File: config.mk
export PLATFORM = sky130hd
export DESIGN_NAME = rem_diff_seq
export DESIGN_NICKNAME = d
export VERILOG_FILES = /design/src/rtl/rem_diff_pkg.sv /design/src/rtl/rem_store.sv /design/src/rtl/rem_diff_seq.sv
export SDC_FILE = /design/constraint.sdc
export NUM_CORES = 1
export LEC_CHECK = 0
export BUFFER_PORTS_ARGS = -buffer_cell sky130_fd_sc_hd__buf_2
export CAP_MARGIN = 20
export CORE_ASPECT_RATIO = 0.9
export CORE_MARGIN = 10
export CORE_UTILIZATION = 35
export DETAILED_ROUTE_END_ITERATION = 8
export PLACE_DENSITY = 0.55
export SYNTH_ARGS = -nofsm -noshare
export SYNTH_HDL_FRONTEND = slang
export SYNTH_SLANG_ARGS = --single-unit
File: constraint.sdc
create_clock -name clk -period 8.2 [get_ports clk]
set_input_delay 1.23 -clock clk [delete_from_list [all_inputs] [get_ports clk]]
set_output_delay 1.23 -clock clk [all_outputs]
set_load 0.03 [all_outputs]
File: src/rtl/rem_diff_pkg.sv
// Shared types and constants for the sequential remainder-of-difference block.
package rem_diff_pkg;

    localparam int WIDTH_DEF = 16;

    // Wide enough to count 0..WIDTH_DEF divider iterations.
    localparam int CNT_W = $clog2(WIDTH_DEF + 1);

    typedef enum logic [1:0] {
        IDLE = 2'd0,
        LOAD = 2'd1,
        DIV  = 2'd2,
        DONE = 2'd3
    } state_e;

endpackage

File: src/rtl/rem_store.sv
// Small result register file with synchronous write, combinational read
// and synchronous clear to zero.
module rem_store
    import rem_diff_pkg::*;
#(
    parameter int WIDTH   = WIDTH_DEF,
    parameter int DEPTH_W = 3
) (
    input  logic               clk,
    input  logic               rst,
    input  logic               we,
    input  logic [DEPTH_W-1:0] waddr,
    input  logic [WIDTH-1:0]   wdata,
    input  logic [DEPTH_W-1:0] raddr,
    output logic [WIDTH-1:0]   rdata
);

    localparam int DEPTH = 1 << DEPTH_W;

    logic [WIDTH-1:0] mem_q [DEPTH];

    always_ff @(posedge clk) begin
        if (rst) begin
            for (int i = 0; i < DEPTH; i++) begin
                mem_q[i] <= '0;
            end
        end else if (we) begin
            mem_q[waddr] <= wdata;
        end
    end

    // A same-cycle write to raddr becomes visible only after the edge.
    assign rdata = mem_q[raddr];

endmodule

File: src/rtl/rem_diff_seq.sv
// Computes X mod (X-Y) and X div (X-Y) with a restoring shift-subtract divider
// and records each remainder into a small result store.
module rem_diff_seq
    import rem_diff_pkg::*;
#(
    parameter int WIDTH   = WIDTH_DEF,
    parameter int DEPTH_W = 3
) (
    input  logic               clk,
    input  logic               rst,
    input  logic               start,
    input  logic [WIDTH-1:0]   x,
    input  logic [WIDTH-1:0]   y,
    input  logic [DEPTH_W-1:0] wr_addr,
    output logic               busy,
    output logic               done,
    output logic [WIDTH-1:0]   rem_out,
    output logic [WIDTH-1:0]   quot_out,
    output logic               dz,
    input  logic [DEPTH_W-1:0] rd_addr,
    output logic [WIDTH-1:0]   rd_data
);

    state_e             state_q, state_d;
    logic [WIDTH-1:0]   x_q, x_d;
    logic [WIDTH-1:0]   y_q, y_d;
    logic [DEPTH_W-1:0] waddr_q, waddr_d;
    logic [WIDTH-1:0]   d_q, d_d;
    logic [WIDTH:0]     p_q, p_d;
    logic [WIDTH-1:0]   q_q, q_d;
    logic [CNT_W-1:0]   cnt_q, cnt_d;
    logic [WIDTH-1:0]   rem_q, rem_d;
    logic [WIDTH-1:0]   quot_q, quot_d;
    logic               dz_q, dz_d;
    logic               busy_q, busy_d;
    logic               done_q, done_d;

    logic [WIDTH-1:0]   diff;
    logic [WIDTH:0]     trial;
    logic [WIDTH:0]     iter_p;
    logic [WIDTH-1:0]   iter_q;
    logic               store_we;

    assign diff  = x_q - y_q;
    assign trial = {p_q[WIDTH-1:0], q_q[WIDTH-1]};

    always_comb begin
        iter_p = trial;
        iter_q = {q_q[WIDTH-2:0], 1'b0};
        if (trial >= {1'b0, d_q}) begin
            iter_p = trial - {1'b0, d_q};
            iter_q = {q_q[WIDTH-2:0], 1'b1};
        end
    end

    always_comb begin
        state_d  = state_q;
        x_d      = x_q;
        y_d      = y_q;
        waddr_d  = waddr_q;
        d_d      = d_q;
        p_d      = p_q;
        q_d      = q_q;
        cnt_d    = cnt_q;
        rem_d    = rem_q;
        quot_d   = quot_q;
        dz_d     = dz_q;
        store_we = 1'b0;

        case (state_q)
            IDLE: begin
                if (start) begin
                    x_d     = x;
                    y_d     = y;
                    waddr_d = wr_addr;
                    state_d = LOAD;
                end
            end
            LOAD: begin
                d_d   = diff;
                p_d   = '0;
                q_d   = x_q;
                cnt_d = '0;
                if (diff == '0) begin
                    rem_d   = x_q;
                    quot_d  = '0;
                    dz_d    = 1'b1;
                    state_d = DONE;
                end else begin
                    state_d = DIV;
                end
            end
            DIV: begin
                p_d   = iter_p;
                q_d   = iter_q;
                cnt_d = cnt_q + 1'b1;
                // Results are loaded on the final iteration so they are valid throughout DONE.
                if (cnt_q == CNT_W'(WIDTH - 1)) begin
                    rem_d   = iter_p[WIDTH-1:0];
                    quot_d  = iter_q;
                    dz_d    = 1'b0;
                    state_d = DONE;
                end
            end
            DONE: begin
                store_we = 1'b1;
                state_d  = IDLE;
            end
            default: state_d = IDLE;
        endcase

        busy_d = (state_d != IDLE);
        done_d = (state_d == DONE);
    end

    always_ff @(posedge clk) begin
        if (rst) begin
            state_q <= IDLE;
            x_q     <= '0;
            y_q     <= '0;
            waddr_q <= '0;
            d_q     <= '0;
            p_q     <= '0;
            q_q     <= '0;
            cnt_q   <= '0;
            rem_q   <= '0;
            quot_q  <= '0;
            dz_q    <= 1'b0;
            busy_q  <= 1'b0;
            done_q  <= 1'b0;
        end else begin
            state_q <= state_d;
            x_q     <= x_d;
            y_q     <= y_d;
            waddr_q <= waddr_d;
            d_q     <= d_d;
            p_q     <= p_d;
            q_q     <= q_d;
            cnt_q   <= cnt_d;
            rem_q   <= rem_d;
            quot_q  <= quot_d;
            dz_q    <= dz_d;
            busy_q  <= busy_d;
            done_q  <= done_d;
        end
    end

    rem_store #(
        .WIDTH  (WIDTH),
        .DEPTH_W(DEPTH_W)
    ) u_store (
        .clk  (clk),
        .rst  (rst),
        .we   (store_we),
        .waddr(waddr_q),
        .wdata(rem_q),
        .raddr(rd_addr),
        .rdata(rd_data)
    );

    assign busy     = busy_q;
    assign done     = done_q;
    assign rem_out  = rem_q;
    assign quot_out = quot_q;
    assign dz       = dz_q;

endmodule

## After elaboration in Yosys (flattened, before gate mapping)

Memory sizes are Yosys's and may differ from the RTL's.
Index checks and enable logic that the tools add are counted.

- Bits in writable memories: 128
- Output and inout port bits: 51
- Logic and storage cells: 59
- Memories: 1
- Register bits after elaboration: 125

- $add $sub $neg: 3
- Order comparisons: 1
- Reductions and logical operators: 7
- Multiplexer cells: 27
- Equality and inequality tests: 7

Memory list:

| name | depth | width | read ports | clocked after memory_dff | wr ports | RTL line | RTL |
|---|---|---|---|---|---|---|---|
| u_store.mem_q | 8 | 16 | 1 | 0 | 8 | rem_store.sv:20 | `logic [WIDTH-1:0] mem_q [DEPTH];` |

Operators by type and width:

| kind | number |
|---|---|
| case mux 16 bit (2 select lines) | 4 |
| 2-to-1 mux 16 bit | 6 |
| subtractor 16 bit | 2 |
| greater-or-equal comparator 17 x 16 -> 1 bit | 1 |
| logical NOT 16 bit | 1 |
| OR reduction 16 bit | 1 |
| 2-to-1 mux 1 bit | 11 |
| case mux 5 bit (2 select lines) | 1 |
| case mux 2 bit (4 select lines) | 1 |
| equality test 2 bit, second input constant | 3 |
| adder 5 x 1 -> 5 bit, second input constant | 1 |
| equality test 5 x 4 -> 1 bit, second input constant | 1 |
| 2-to-1 mux 2 bit | 2 |
| inequality test 2 bit, second input constant | 2 |
| nonzero test 2 bit | 2 |
| 2-to-1 mux 3 bit | 1 |
| AND reduction 3 bit | 1 |
| equality test 2 x 1 -> 1 bit, second input constant | 1 |
| logical NOT 2 bit | 1 |
| case mux 1 bit (2 select lines) | 1 |
| AND reduction 2 bit | 1 |

## Longest topological paths before layout

- Depth after elaboration: 7
- Mapped depth: 12
- Depth with buffers taken out: 11

## Hierarchy

From an unflattened synthesis, not the netlist that was laid out.

- Cell total of the unflattened synthesis: 1273
- Area, all modules: 13127.6 sq um

Modules (own cells, without submodules):

| module | sequential area each (sq um) | times used | area an instance (sq um) | cells an instance |
|---|---|---|---|---|
| rem_diff_seq | 2502.4 | 1 | 7282.0 | 900 |
| rem_store | 3843.7 | 1 | 5845.6 | 373 |

## Least setup slack after synthesis

Ideal clock, no wire load.

- Path kind: in2out
- From: in rd_addr[0]
- To: out rd_data[0]
- Slack: 4.076 ns
- Buffers on the path: 2
- Arrival time: 2.894 ns
- Stages on the path: 4
- Path through: clkbuf_1 > buf_1 > mux4_2 > mux2_2

- Longest elaborated chain between the ends: 1

Ends and longest elaborated chain:

| what | RTL line | RTL |
|---|---|---|
| start, declared | rem_diff_seq.sv:20 | `input logic [DEPTH_W-1:0] rd_addr,` |
| memory read (8 x 16 bit) | - |  |
| end, declared | rem_diff_seq.sv:21 | `output logic [WIDTH-1:0] rd_data` |

No other way between the ends.

## Final worst setup path

- From: in rd_addr[0]
- To: out rd_data[9]

The elaborated chain is that of the path after synthesis.

==> flow_summary_export.csv <==
group,metric,value,unit
critical_path,critPathKind,"input pin to output pin",
detailed_routing,dr.pass1.iters,5,
power,internal_power,3.073,mW
grt,grt_busiest_layer,"met2",
sta,hold_viol_final,0,
outcome,status,"finished, final reports clean",
grt,met2_usage,25.38,%
synth,synth.top_cell.area_share,30.17,%
power,switching_share,40.73,%
floorplan,pin_count,92,
synth,yosys.area.top_type,"edfxtp_1",
placed_design,portBuffers,91,
grt,grt_pass1_wl,55790,µm
clocking,cts_buffer_depth,3,
detailed_routing,drc_errors,0,
critical_path,end_kind,"output pin",
critical_path,worstPathRequired,6.97,ns
sta,tns,0,ns
cells_and_area,layout-drive-gt1-share,17.32,%
grt,antenna_found_initial,1,
cells_and_area,n_antenna_cell,0,
synth,ys_types,68,
power,fin_total_pwr,5.186,mW
grt,grt_usage,15.52,%
floorplan,rows,66,
synth,syn_nets,1297,
detailed_routing,wire_per_inst,19.76,µm
clocking,ctsHoldBuffers,0,
cells_and_area,area_delta_synth_final,14.75,%
detailed_routing,antenna_left,0,
clocking,cts_buffers,28,
detailed_routing,routed_via_density,5.096,
synth,synth.most_common_cell,"and2_1",
sta,drv_slew,0,
synth,synth-seq-area-share,49.82,%
sta,period_share,50.03,%
cells_and_area,finalNetCount,1371,
power,p_switching,2.112,mW
clocking,cts_resized,0,
sta,fmax,243.8,MHz
synth,async_flop_share,0,%
worst_hold_path,min-delay-start,"y_q[9]$_SDFFE_PP0P_",
clocking,cts.sinks,253,
placed_design,gp_congestion,0.9038,
grt,grt_pass1_vias,9304,
clocking,root_buffer,"clkbuf_16",
worst_hold_path,whs_path_depth,2,
sta,slew_headroom,37.59,%
synth,synth_edf_count,128,
power,p_leak,5.711,nW
synth,syn_area,0.01274,mm²
synth,ys_warn_count,0,
synth,synthTopCellsByArea,"edfxtp_1, dfxtp_1, and2_1",
placed_design,hpwlAfterDp,24680,µm
critical_path,crit_fanout,21,
synth,ys_ff_latch,253,
sta,period_needed,4.103,ns
power,p_per_area,354.8,mW/mm²
critical_path,rr_worst_depth,12,
synth,synth_common_cells,"and2_1, nand2_1, edfxtp_1",
critical_path,r2r_start,"x_q[0]$_SDFFE_PP0P_",
cells_and_area,fin_util,40.60,%
worst_hold_path,hp-class,"flip-flop to flip-flop",
detailed_routing,drt_iter0_drc,651,
floorplan,initial_core_util,35.38,%
critical_path,arrival,2.87,ns
floorplan,die_x,221.1,µm
grt,use_met1,20.93,%
grt,overflow,0,
critical_path,critical_path.startpoint,"rd_addr[0]",
detailed_routing,vias,9107,
floorplan,die_area,0.04444,mm²
synth,synth.avg_cell_area,10.48,µm²
grt,met3_usage,2.809,%
sta,worst_pin_slew,0.9299,ns
job,drv_cap,0,
power,ir_drop,240.0,µV
power,p_seq_share,32.0,%
sta,setup-violations-final,0,
sta,grt_setup_unrepaired,"false",
critical_path,startpoint_type,"input pin",
grt,grt_max_degree,72,
floorplan,fp.dieH,201.0,µm
clocking,clock_latency,0.57,ns
floorplan,core,0.03600,mm²
synth,synth_ff_type,"edfxtp_1",
clocking,tritoncts,"done",
synth,synth_cells,1216,
sta,clock_skew,0.02359,ns
clocking,cts_setup_buffers,0,
power,combPwrFrac,44.7,%
detailed_routing,routed_wl,35310,µm
clocking,clk_pin_slew,0.06,ns
clocking,h-tree-depth,1,
power,clkPwrFrac,23.3,%
-- final timing paths --
kind / end / slack [ns]
setup reg to reg: quot_out[6]$_SDFFE_PP0P_ / 4.56
hold reg to reg: y_q[9]$_SDFFE_PP0P_ / 0.45
setup / recovery: rd_data[9] / 4.10
hold / removal: y_q[9]$_SDFFE_PP0P_ / 0.45
-- per-layer routing --
metal / wire length, µm / part of all wire, % / vias to the layer above
met1: 16490 / 47 / 4355
met2: 16520 / 47 / 206
met4: 608 / 1.7 / 2
met5: 11 / 0.031 / -
li1: - / - / 4499
met3: 1689 / 4.8 / 45
-- worst max-delay path: stages --
cell,delay [ns]
buf_2,0.35
buf_12,0.26
mux4_2,0.53
mux2_2,0.30
buf_2,0.18
-- logic make-up after synthesis --
logic type / synth area share, %
buffers and inverters: 3.605
AND/OR/NAND/NOR: 17.59
AO/OA/AOI/OAI: 11.71
adder cells (fa/ha/maj): 4.047
multiplexers: 11.92
XOR/XNOR: 1.306
flip-flops: 49.82
-- flip-flops by register name (all words and copies together) (netlist names) --
| register | flops |
|---|---|
| d_q | 16 |
| done | 1 |
| u_store.mem_q | 128 |
| quot_out | 16 |
| dz | 1 |
| cnt_q | 5 |
| y_q | 16 |
| rem_out | 16 |
| waddr_q | 3 |
| x_q | 16 |
| state_q | 2 |
| p_q | 16 |
| busy | 1 |
| q_q | 16 |
-- power groups by stage --
stage          logic (mW)  registers (mW)  clock network [mW]
2_1_floorplan        1.70            1.66                   0
3_3_place_gp         2.27            1.69                   0
3_5_place_dp         2.27            1.69                   0
4_1_cts              2.28            1.66                1.23
5_1_grt              2.54            1.69                1.29
6_report             2.32            1.66                1.21
-- cells in the final DEF, fill, tap and decap left out, types with 4 or more instances in the layout --
cell and n:
a211o_1 8, a211oi_1 23, a21o_1 7, a21oi_1 76
a2bb2oi_1 5, a311oi_1 4, a31oi_1 8, and2_1 135
buf_2 90, buf_4 21, clkbuf_1 12, clkbuf_16 28
clkbuf_8 6, dfxtp_1 125, edfxtp_1 128, ha_1 37
inv_1 46, mux2_2 22, mux2i_1 52, mux4_2 32
nand2_1 132, nand2b_1 7, nand3_1 32, nand4_1 6
nor2_1 87, nor2b_1 20, nor3_1 13, o2111ai_1 5
o211ai_1 5, o21a_1 13, o21ai_0 27, o21ai_1 9
o31ai_1 6, or2_2 5, xnor2_1 11, xor2_1 8
-- area by class of cell --
type                            instances  area (µm²)
Sequential cell                       253        6346
Clock inverter                          5       53.80
Fill cell                            3560       21390
Clock buffer                           46       828.3
Tap cell                              476       595.6
Timing Repair Buffer                  115       678.2
Inverter                               48       180.2
Multi-Input combinational cell        844        5936
-- stage by stage --
stage / area, µm² / cells / setup slack, ns / hold WS, ns
4_1_cts: 14540 / 1782 / 3.729 / 0.4558
5_1_grt: 14620 / 1787 / 3.977 / 0.4757
3_5_place_dp: 13660 / 1731 / 3.754 / 0.4479
2_1_floorplan: 12740 / 1216 / 4.076 / 0.4363
6_report: 14620 / 1787 / 4.097 / 0.4538
3_3_place_gp: 13660 / 1731 / 3.806 / 0.4460
(Power assumes the default switching activity.)
